$ cat src/rtl/cache_line_fill_mem_pkg.sv
// ============================================================================
// Module : cache_mem_pkg
// Brief  : Shared types and default sizing for the cache line-fill memory.
// Rev    : 1.0
// ============================================================================
`default_nettype none

package cache_mem_pkg;

   localparam int DEF_ADDR_W     = 8;
   localparam int DEF_DATA_W     = 8;
   localparam int DEF_LINE_WORDS = 4;
   localparam int DEF_LATENCY    = 3;
   localparam int OFF_W          = $clog2(DEF_LINE_WORDS);

   typedef enum logic [1:0] {
      IDLE  = 2'd0,
      WAIT  = 2'd1,
      BURST = 2'd2
   } fill_state_t;

endpackage

`default_nettype wire

$ cat src/rtl/cache_line_fill_mem_if.sv
// ============================================================================
// Module : cache_line_fill_mem_if
// Brief  : Request/response bus between the cache miss path and backing memory.
// Rev    : 1.0
// ============================================================================
`default_nettype none

interface cache_line_fill_mem_if #(
   parameter int ADDR_W = 8,
   parameter int DATA_W = 8
);
   logic              req_valid;
   logic              req_ready;
   logic              req_we;
   logic [ADDR_W-1:0] req_addr;
   logic [DATA_W-1:0] req_wdata;
   logic              rsp_valid;
   logic              rsp_ready;
   logic [DATA_W-1:0] rsp_data;
   logic              rsp_last;
   logic              busy;

   modport master (
      output req_valid, req_we, req_addr, req_wdata, rsp_ready,
      input  req_ready, rsp_valid, rsp_data, rsp_last, busy
   );

   modport slave (
      input  req_valid, req_we, req_addr, req_wdata, rsp_ready,
      output req_ready, rsp_valid, rsp_data, rsp_last, busy
   );
endinterface

`default_nettype wire

$ cat src/rtl/cache_line_fill_mem_mem_array.sv
// ============================================================================
// Module : mem_array
// Brief  : Register-file backing store, one sync write port, one comb read port.
// Rev    : 1.0
// ============================================================================
`default_nettype none

module mem_array #(
   parameter int ADDR_W = 8,
   parameter int DATA_W = 8
) (
   input  wire logic              clk,
   input  wire logic              we_i,
   input  wire logic [ADDR_W-1:0] waddr_i,
   input  wire logic [DATA_W-1:0] wdata_i,
   input  wire logic [ADDR_W-1:0] raddr_i,
   output logic      [DATA_W-1:0] rdata_o
);
   localparam int DEPTH = 2**ADDR_W;

   logic [DATA_W-1:0] words [DEPTH];

   // Each word powers up holding its own index; reset never touches contents.
   for (genvar i = 0; i < DEPTH; i++) begin : g_word
      logic [DATA_W-1:0] word_q = DATA_W'(i);

      always_ff @(posedge clk) begin
         if (we_i && (waddr_i == ADDR_W'(i))) begin
            word_q <= wdata_i;
         end
      end

      assign words[i] = word_q;
   end

   assign rdata_o = words[raddr_i];

endmodule

`default_nettype wire

$ cat src/rtl/cache_line_fill_mem.sv
// ============================================================================
// Module : cache_line_fill_mem
// Brief  : Fixed-latency line-fill responder, critical word first, posted writes.
// Rev    : 1.0
// ============================================================================
`default_nettype none

module cache_line_fill_mem
   import cache_mem_pkg::*;
#(
   parameter int ADDR_W     = DEF_ADDR_W,
   parameter int DATA_W     = DEF_DATA_W,
   parameter int LINE_WORDS = DEF_LINE_WORDS,
   parameter int LATENCY    = DEF_LATENCY
) (
   input wire logic             clk,
   input wire logic             rst,
   cache_line_fill_mem_if.slave bus
);
   localparam int BEAT_W = $clog2(LINE_WORDS);
   localparam int LAT_W  = $clog2(LATENCY + 1);

   fill_state_t       state_q, state_d;
   logic [LAT_W-1:0]  lat_q, lat_d;
   logic [BEAT_W-1:0] beat_q, beat_d;
   logic [ADDR_W-1:0] rd_addr_q, rd_addr_d;
   logic              rsp_valid_q, rsp_valid_d;
   logic              rsp_last_q, rsp_last_d;
   logic [DATA_W-1:0] rsp_data_q, rsp_data_d;

   logic              mem_we;
   logic              load_beat;
   logic [DATA_W-1:0] mem_rdata;

   mem_array #(
      .ADDR_W (ADDR_W),
      .DATA_W (DATA_W)
   ) u_mem (
      .clk     (clk),
      .we_i    (mem_we),
      .waddr_i (bus.req_addr),
      .wdata_i (bus.req_wdata),
      .raddr_i (rd_addr_q),
      .rdata_o (mem_rdata)
   );

   always_ff @(posedge clk) begin
      if (rst) begin
         state_q     <= IDLE;
         lat_q       <= '0;
         beat_q      <= '0;
         rd_addr_q   <= '0;
         rsp_valid_q <= 1'b0;
         rsp_last_q  <= 1'b0;
         rsp_data_q  <= '0;
      end else begin
         state_q     <= state_d;
         lat_q       <= lat_d;
         beat_q      <= beat_d;
         rd_addr_q   <= rd_addr_d;
         rsp_valid_q <= rsp_valid_d;
         rsp_last_q  <= rsp_last_d;
         rsp_data_q  <= rsp_data_d;
      end
   end

   always_comb begin
      state_d     = state_q;
      lat_d       = lat_q;
      beat_d      = beat_q;
      rd_addr_d   = rd_addr_q;
      rsp_valid_d = rsp_valid_q;
      rsp_last_d  = rsp_last_q;
      rsp_data_d  = rsp_data_q;
      mem_we      = 1'b0;
      load_beat   = 1'b0;

      case (state_q)
         IDLE: begin
            if (bus.req_valid) begin
               if (bus.req_we) begin
                  mem_we = 1'b1;
               end else begin
                  state_d   = WAIT;
                  rd_addr_d = bus.req_addr;
                  lat_d     = '0;
                  beat_d    = '0;
               end
            end
         end
         WAIT: begin
            if (lat_q == LAT_W'(LATENCY - 1)) begin
               state_d   = BURST;
               lat_d     = '0;
               load_beat = 1'b1;
            end else begin
               lat_d = lat_q + 1'b1;
            end
         end
         BURST: begin
            if (rsp_valid_q && bus.rsp_ready) begin
               if (rsp_last_q) begin
                  state_d     = IDLE;
                  rsp_valid_d = 1'b0;
                  rsp_last_d  = 1'b0;
               end else begin
                  load_beat = 1'b1;
               end
            end
         end
         default: state_d = IDLE;
      endcase

      // rd_addr_q always points at the beat to load next; only the offset bits wrap.
      if (load_beat) begin
         rsp_valid_d = 1'b1;
         rsp_data_d  = mem_rdata;
         rsp_last_d  = (beat_q == BEAT_W'(LINE_WORDS - 1));
         beat_d      = beat_q + 1'b1;
         rd_addr_d   = {rd_addr_q[ADDR_W-1:BEAT_W], rd_addr_q[BEAT_W-1:0] + 1'b1};
      end
   end

   always_comb begin
      bus.req_ready = (state_q == IDLE);
      bus.busy      = (state_q != IDLE);
      bus.rsp_valid = rsp_valid_q;
      bus.rsp_last  = rsp_last_q;
      bus.rsp_data  = rsp_data_q;
   end

endmodule

`default_nettype wire

$ cat src/flat_wrapper.sv
// flat-port wrapper written by rule: the top's interface ports become plain ports
module cache_line_fill_mem_flat import cache_mem_pkg::*;
#(
   parameter int ADDR_W     = DEF_ADDR_W,
   parameter int DATA_W     = DEF_DATA_W,
   parameter int LINE_WORDS = DEF_LINE_WORDS,
   parameter int LATENCY    = DEF_LATENCY
)
  (clk, rst, bus_req_valid, bus_req_we, bus_req_addr, bus_req_wdata, bus_rsp_ready, bus_req_ready, bus_rsp_valid, bus_rsp_data, bus_rsp_last, bus_busy);
  cache_line_fill_mem_if #(.ADDR_W(ADDR_W), .DATA_W(DATA_W)) bus_i ();
  input wire logic clk;
  input wire logic rst;
  input wire logic [$bits(bus_i.req_valid)-1:0] bus_req_valid;
  input wire logic [$bits(bus_i.req_we)-1:0] bus_req_we;
  input wire logic [$bits(bus_i.req_addr)-1:0] bus_req_addr;
  input wire logic [$bits(bus_i.req_wdata)-1:0] bus_req_wdata;
  input wire logic [$bits(bus_i.rsp_ready)-1:0] bus_rsp_ready;
  output wire logic [$bits(bus_i.req_ready)-1:0] bus_req_ready;
  output wire logic [$bits(bus_i.rsp_valid)-1:0] bus_rsp_valid;
  output wire logic [$bits(bus_i.rsp_data)-1:0] bus_rsp_data;
  output wire logic [$bits(bus_i.rsp_last)-1:0] bus_rsp_last;
  output wire logic [$bits(bus_i.busy)-1:0] bus_busy;
  assign bus_i.req_valid = bus_req_valid;
  assign bus_i.req_we = bus_req_we;
  assign bus_i.req_addr = bus_req_addr;
  assign bus_i.req_wdata = bus_req_wdata;
  assign bus_i.rsp_ready = bus_rsp_ready;
  assign bus_req_ready = bus_i.req_ready;
  assign bus_rsp_valid = bus_i.rsp_valid;
  assign bus_rsp_data = bus_i.rsp_data;
  assign bus_rsp_last = bus_i.rsp_last;
  assign bus_busy = bus_i.busy;
  cache_line_fill_mem #(.ADDR_W(ADDR_W), .DATA_W(DATA_W), .LINE_WORDS(LINE_WORDS), .LATENCY(LATENCY)) u_core (.clk(clk), .rst(rst), .bus(bus_i));
endmodule
$ cat config.mk
export PLATFORM = sky130hd
export DESIGN_NAME = cache_line_fill_mem_flat
export DESIGN_NICKNAME = d
export VERILOG_FILES = /design/src/rtl/cache_line_fill_mem_pkg.sv /design/src/rtl/cache_line_fill_mem_if.sv /design/src/rtl/cache_line_fill_mem_mem_array.sv /design/src/rtl/cache_line_fill_mem.sv /design/src/flat_wrapper.sv
export SDC_FILE = /design/constraint.sdc
export NUM_CORES = 2
export LEC_CHECK = 0
export BUFFER_PORTS_ARGS = -buffer_cell sky130_fd_sc_hd__buf_2
export CAP_MARGIN = 20
export CORE_MARGIN = 2
export CORE_UTILIZATION = 45
export DETAILED_ROUTE_END_ITERATION = 12
export GPL_ROUTABILITY_DRIVEN = 0
export HOLD_SLACK_MARGIN = 0.1
export PLACE_DENSITY = 0.58
export SLEW_MARGIN = 20
export SYNTH_ARGS = -nofsm -noshare
export SYNTH_HDL_FRONTEND = slang
export SYNTH_HIERARCHICAL = 1
export SYNTH_SLANG_ARGS = --single-unit
$ cat constraint.sdc
create_clock -name clk -period 4.8 [get_ports clk]
set_clock_uncertainty 0.2 [all_clocks]
set_input_delay 0.96 -clock clk [delete_from_list [all_inputs] [get_ports clk]]
set_output_delay 0.96 -clock clk [all_outputs]
set_load 0.02 [all_outputs]
==> run_summary.xml <==
<?xml version="1.0" encoding="UTF-8"?>
<metrics>
  <group name="drt">
    <metric name="via_count" unit="">40600</metric>
    <metric name="drt_pass1_iterations" unit="">5</metric>
    <metric name="routed_wl" unit="mm">209</metric>
    <metric name="vias_per_cell" unit="">6.05</metric>
    <metric name="drt-initial-drc-count" unit="">4632</metric>
    <metric name="ant_nets" unit="">0</metric>
    <metric name="drcViolationCount" unit="">0</metric>
    <metric name="drt-wirelength-per-cell" unit="um">31.2</metric>
  </group>
  <group name="die">
    <metric name="die_h" unit="um">428</metric>
    <metric name="std_cell_rows" unit="">155</metric>
    <metric name="die-area" unit="sq mm">0.183</metric>
    <metric name="io_pins" unit="">33</metric>
    <metric name="initial_cell_density_of_the_core" unit="">0.453</metric>
    <metric name="die_width" unit="um">428</metric>
    <metric name="core_area" unit="sq mm">0.178</metric>
  </group>
  <group name="setup_path">
    <metric name="critPathCaptureType" unit="">flip-flop</metric>
    <metric name="critical_path_buf_inv_count" unit="">3</metric>
    <metric name="timing.critical_path.fanout_max" unit="">27</metric>
    <metric name="crit_slowest_cell" unit="">sky130_fd_sc_hd__dfxtp_4</metric>
    <metric name="ff2ff_setup_slack" unit="ps">600</metric>
    <metric name="start_kind" unit="">flip-flop</metric>
    <metric name="arrival" unit="ps">4700</metric>
    <metric name="critPathKind" unit="">reg2reg</metric>
    <metric name="crit_path_frequent_cell" unit="">sky130_fd_sc_hd__buf_12</metric>
    <metric name="critPathMaxStageDelay" unit="ps">730</metric>
    <metric name="ff_to_ff_start" unit="">u_core/rd_addr_q[0]</metric>
    <metric name="crit_path_cell_trace" unit="">buf_12 &gt; buf_12 &gt; buf_4 &gt; mux4_2 &gt; a22oi_1 &gt; a21oi_1 &gt; nand4b_1 &gt; o32ai_1 &gt; nor3_2 &gt; mux2i_1 &gt; nor2_1</metric>
    <metric name="cp_top_family" unit="">compound AO/OA/AOI/OAI gates</metric>
    <metric name="timing.critical_path.from" unit="">u_core/rd_addr_q[0]</metric>
    <metric name="worst-endpoint-required" unit="ps">5300</metric>
  </group>
  <group name="timing">
    <metric name="fin_setup_tns" unit="ps">0</metric>
    <metric name="timing.max_slew.rel_slack" unit="">0.230</metric>
    <metric name="worst-slew-pin-transition" unit="ps">1160</metric>
    <metric name="fin_crit" unit="ps">4200</metric>
    <metric name="hold_violations" unit="">0</metric>
    <metric name="achievable-frequency" unit="MHz">238</metric>
    <metric name="fin_worst_hold_slack" unit="ps">263</metric>
    <metric name="fin_crit_sh" unit="">0.876</metric>
    <metric name="final_max_slew_viol_count" unit="">0</metric>
    <metric name="unrepaired_setup_endpoints_after_global_routing" unit="">false</metric>
    <metric name="final-setup-viol-count" unit="">0</metric>
  </group>
  <group name="synth">
    <metric name="async_flop_share" unit="">0</metric>
    <metric name="synth_warnings" unit="">6</metric>
    <metric name="synth-adder-area-share" unit="">0.000774</metric>
    <metric name="synth_seq_area_share" unit="">0.766</metric>
    <metric name="yosys_most_used_dff" unit="">sky130_fd_sc_hd__edfxtp_1</metric>
    <metric name="synth_top_family_by_area" unit="">multiplexers</metric>
    <metric name="postSynthRegisterBits" unit="">2072</metric>
    <metric name="syn-instance-count" unit="">3938</metric>
    <metric name="synthDistinctLibCells" unit="">65</metric>
    <metric name="synth-edff-count" unit="">2048</metric>
    <metric name="netlist_area" unit="sq mm">0.0809</metric>
    <metric name="fraction_of_the_mapped_netlist_area_in_compound_gates" unit="">0.0370</metric>
    <metric name="synth_fp_nets" unit="">3964</metric>
    <metric name="syn_area_per_cell" unit="sq um">20.5</metric>
    <metric name="synth-simple-area-share" unit="">0.0310</metric>
    <metric name="synth_xor_area_frac" unit="">0</metric>
    <metric name="synth_mux_area_frac" unit="">0.145</metric>
  </group>
  <group name="power_and_ir_drop">
    <metric name="power_density" unit="mW/mm^2">423</metric>
    <metric name="worst_vdd_ir" unit="uV">402</metric>
    <metric name="power_leakage" unit="nW">27.4</metric>
  </group>
  <group name="clock_network">
    <metric name="worst_setup_hold_path_clk_slew" unit="ps">60</metric>
    <metric name="cts_resized" unit="">0</metric>
    <metric name="clock_sink_count" unit="">2072</metric>
    <metric name="post_cts_hold_buffer_count" unit="">0</metric>
    <metric name="cts_buffers" unit="">204</metric>
    <metric name="cts_buffer_depth" unit="">3</metric>
    <metric name="clk-insertion-delay-late" unit="ps">830</metric>
    <metric name="cts.repair_timing.setup_buffer_count" unit="">0</metric>
    <metric name="cts_htree_levels" unit="">4</metric>
    <metric name="cts_tree" unit="">built</metric>
    <metric name="clockRootBuffer" unit="">sky130_fd_sc_hd__clkbuf_16</metric>
  </group>
  <group name="global_routing">
    <metric name="number_of_global_route_vias_before_repair" unit="">40700</metric>
    <metric name="grt_first_pass_wirelength" unit="mm">299</metric>
    <metric name="grt-ovfl-total" unit="">0</metric>
    <metric name="groute.usage.overall" unit="">0.227</metric>
    <metric name="grt_start_max_net_pins" unit="">127</metric>
    <metric name="grt_antenna_before_repair" unit="">7</metric>
  </group>
  <group name="finish">
    <metric name="final_cell_mix" unit="">sky130_fd_sc_hd__edfxtp_1, sky130_fd_sc_hd__mux4_2, sky130_fd_sc_hd__nor2_1</metric>
    <metric name="finalNetCount" unit="">4205</metric>
    <metric name="layout-area-overhead-vs-synth" unit="%">12.8</metric>
    <metric name="layout_commonest_cell" unit="">sky130_fd_sc_hd__edfxtp_1</metric>
    <metric name="final_design_area_no_fill" unit="sq mm">0.0912</metric>
    <metric name="fraction_of_final_layout_cells_with_drive_strength_greater_than_1" unit="">0.235</metric>
  </group>
  <group name="worst_hold_path">
    <metric name="min-delay-start" unit="">bus_req_addr[3]</metric>
    <metric name="holdCritPathClass" unit="">in2reg</metric>
  </group>
  <group name="run">
    <metric name="max_cap_viol_count" unit="">0</metric>
  </group>
  <group name="placement">
    <metric name="dpl_cell_area" unit="sq mm">0.0847</metric>
    <metric name="port_buffers" unit="">32</metric>
    <metric name="dp_hpwl" unit="mm">130</metric>
  </group>
  <group name="outcome">
    <metric name="run_status" unit="">finished, final reports clean</metric>
  </group>
</metrics>
[final cells by class]
cell class                      instances  area (sq um)
Antenna cell                            8          20.0
Clock buffer                          266          5510
Clock inverter                        106           947
Fill cell                           14200         87200
Inverter                                9          33.8
Multi-Input combinational cell       1618         17300
Sequential cell                      2072         62000
Tap cell                             2355          2950
Timing Repair Buffer                  274          2420
[per-layer routing]
| layer | vias up | part of all wire | GRT usage |
|---|---|---|---|
| li1 | 16900 | - | - |
| met3 | 333 | 0.073 | 0.0444 |
| met5 | - | 0.00013 | 0 |
| met4 | 4 | 0.033 | 0.0808 |
| met2 | 1653 | 0.47 | 0.352 |
| met1 | 21700 | 0.42 | 0.323 |
[sequential cells by signal (all words and copies together) (netlist names)]
name,count
u_core/u_mem/g_word.word_q,2048
u_core/bus.rsp_data,8
u_core/rd_addr_q,8
u_core/beat_q,2
u_core/lat_q,2
u_core/state_q,2
u_core/bus.rsp_last,1
u_core/bus.rsp_valid,1
[synthesized netlist by cell type (10+ instances only)]
library cell / instances / area (sq um)
sky130_fd_sc_hd__o221ai_1: 37 / 324
sky130_fd_sc_hd__buf_4: 20 / 150
sky130_fd_sc_hd__a22o_1: 15 / 131
sky130_fd_sc_hd__buf_12: 11 / 220
sky130_fd_sc_hd__a211oi_1: 15 / 113
sky130_fd_sc_hd__buf_1: 10 / 37.5
sky130_fd_sc_hd__a31oi_1: 10 / 62.6
sky130_fd_sc_hd__a21oi_1: 107 / 536
sky130_fd_sc_hd__nor4_1: 15 / 93.8
sky130_fd_sc_hd__o22ai_1: 38 / 238
sky130_fd_sc_hd__edfxtp_1: 2048 / 61500
sky130_fd_sc_hd__a22oi_1: 127 / 953
sky130_fd_sc_hd__dfxtp_1: 24 / 480
sky130_fd_sc_hd__mux2i_1: 211 / 2110
sky130_fd_sc_hd__o21ai_1: 11 / 55.1
sky130_fd_sc_hd__nand2b_1: 10 / 62.6
sky130_fd_sc_hd__o21ai_0: 24 / 120
sky130_fd_sc_hd__a221oi_1: 10 / 87.6
sky130_fd_sc_hd__nor2_1: 293 / 1100
sky130_fd_sc_hd__nor3_1: 31 / 155
sky130_fd_sc_hd__buf_6: 34 / 383
sky130_fd_sc_hd__nor2b_1: 26 / 163
sky130_fd_sc_hd__mux4_2: 423 / 9530
sky130_fd_sc_hd__clkbuf_1: 115 / 432
sky130_fd_sc_hd__nand2_1: 53 / 199
sky130_fd_sc_hd__nand3_1: 50 / 250
sky130_fd_sc_hd__buf_2: 39 / 195
[cells by family (layout without fill, tap and decap cells)]
group / after synthesis / in the layout
compound gates: 431 / 431
flops: 2072 / 2072
simple gates: 541 / 541
fa+ha+maj: 5 / 5
mux: 641 / 641
buf+inv: 248 / 655
other cells: 0 / 8
[through the flow]
step / power [mW] / worst slack (ps) / util / instances
2_1_floorplan: 22.3 / 1770 / - / 3938
3_3_place_gp: 23.5 / 548 / 0.475 / 6328
3_5_place_dp: 23.5 / 630 / 0.475 / 6328
4_1_cts: 38.9 / 615 / 0.511 / 6700
5_1_grt: 39.8 / 496 / 0.511 / 6704
6_report: 38.6 / 597 / 0.511 / 6708
[power breakdown]
group	total, mW	switching [mW]	leakage [nW]	internal [mW]
Clock	15.5	6.69	3.14	8.78
Combinational	3.15	1.97	5.68	1.18
Sequential	20.0	0.0949	18.6	19.9
Total	38.6	8.76	27.4	29.9
[worst reg2reg max path, delay by kind of cell (launching register included)]
family / cells / cell delay, ps
AND/OR/NAND/NOR: 3 / 660
AO/OA/AOI/OAI: 3 / 940
multiplexers: 2 / 670
flip-flops: 1 / 730
buffers and inverters: 3 / 880
[final timing paths]
check,cells after the start,end
worst min register to register,2,u_core/beat_q[1]
worst max register to register,11,u_core/bus.rsp_data[4]
worst min-delay path,3,u_core/rd_addr_q[3]
worst max-delay path,11,u_core/bus.rsp_data[4]
No activity file was read; power rests on OpenSTA's default activity.
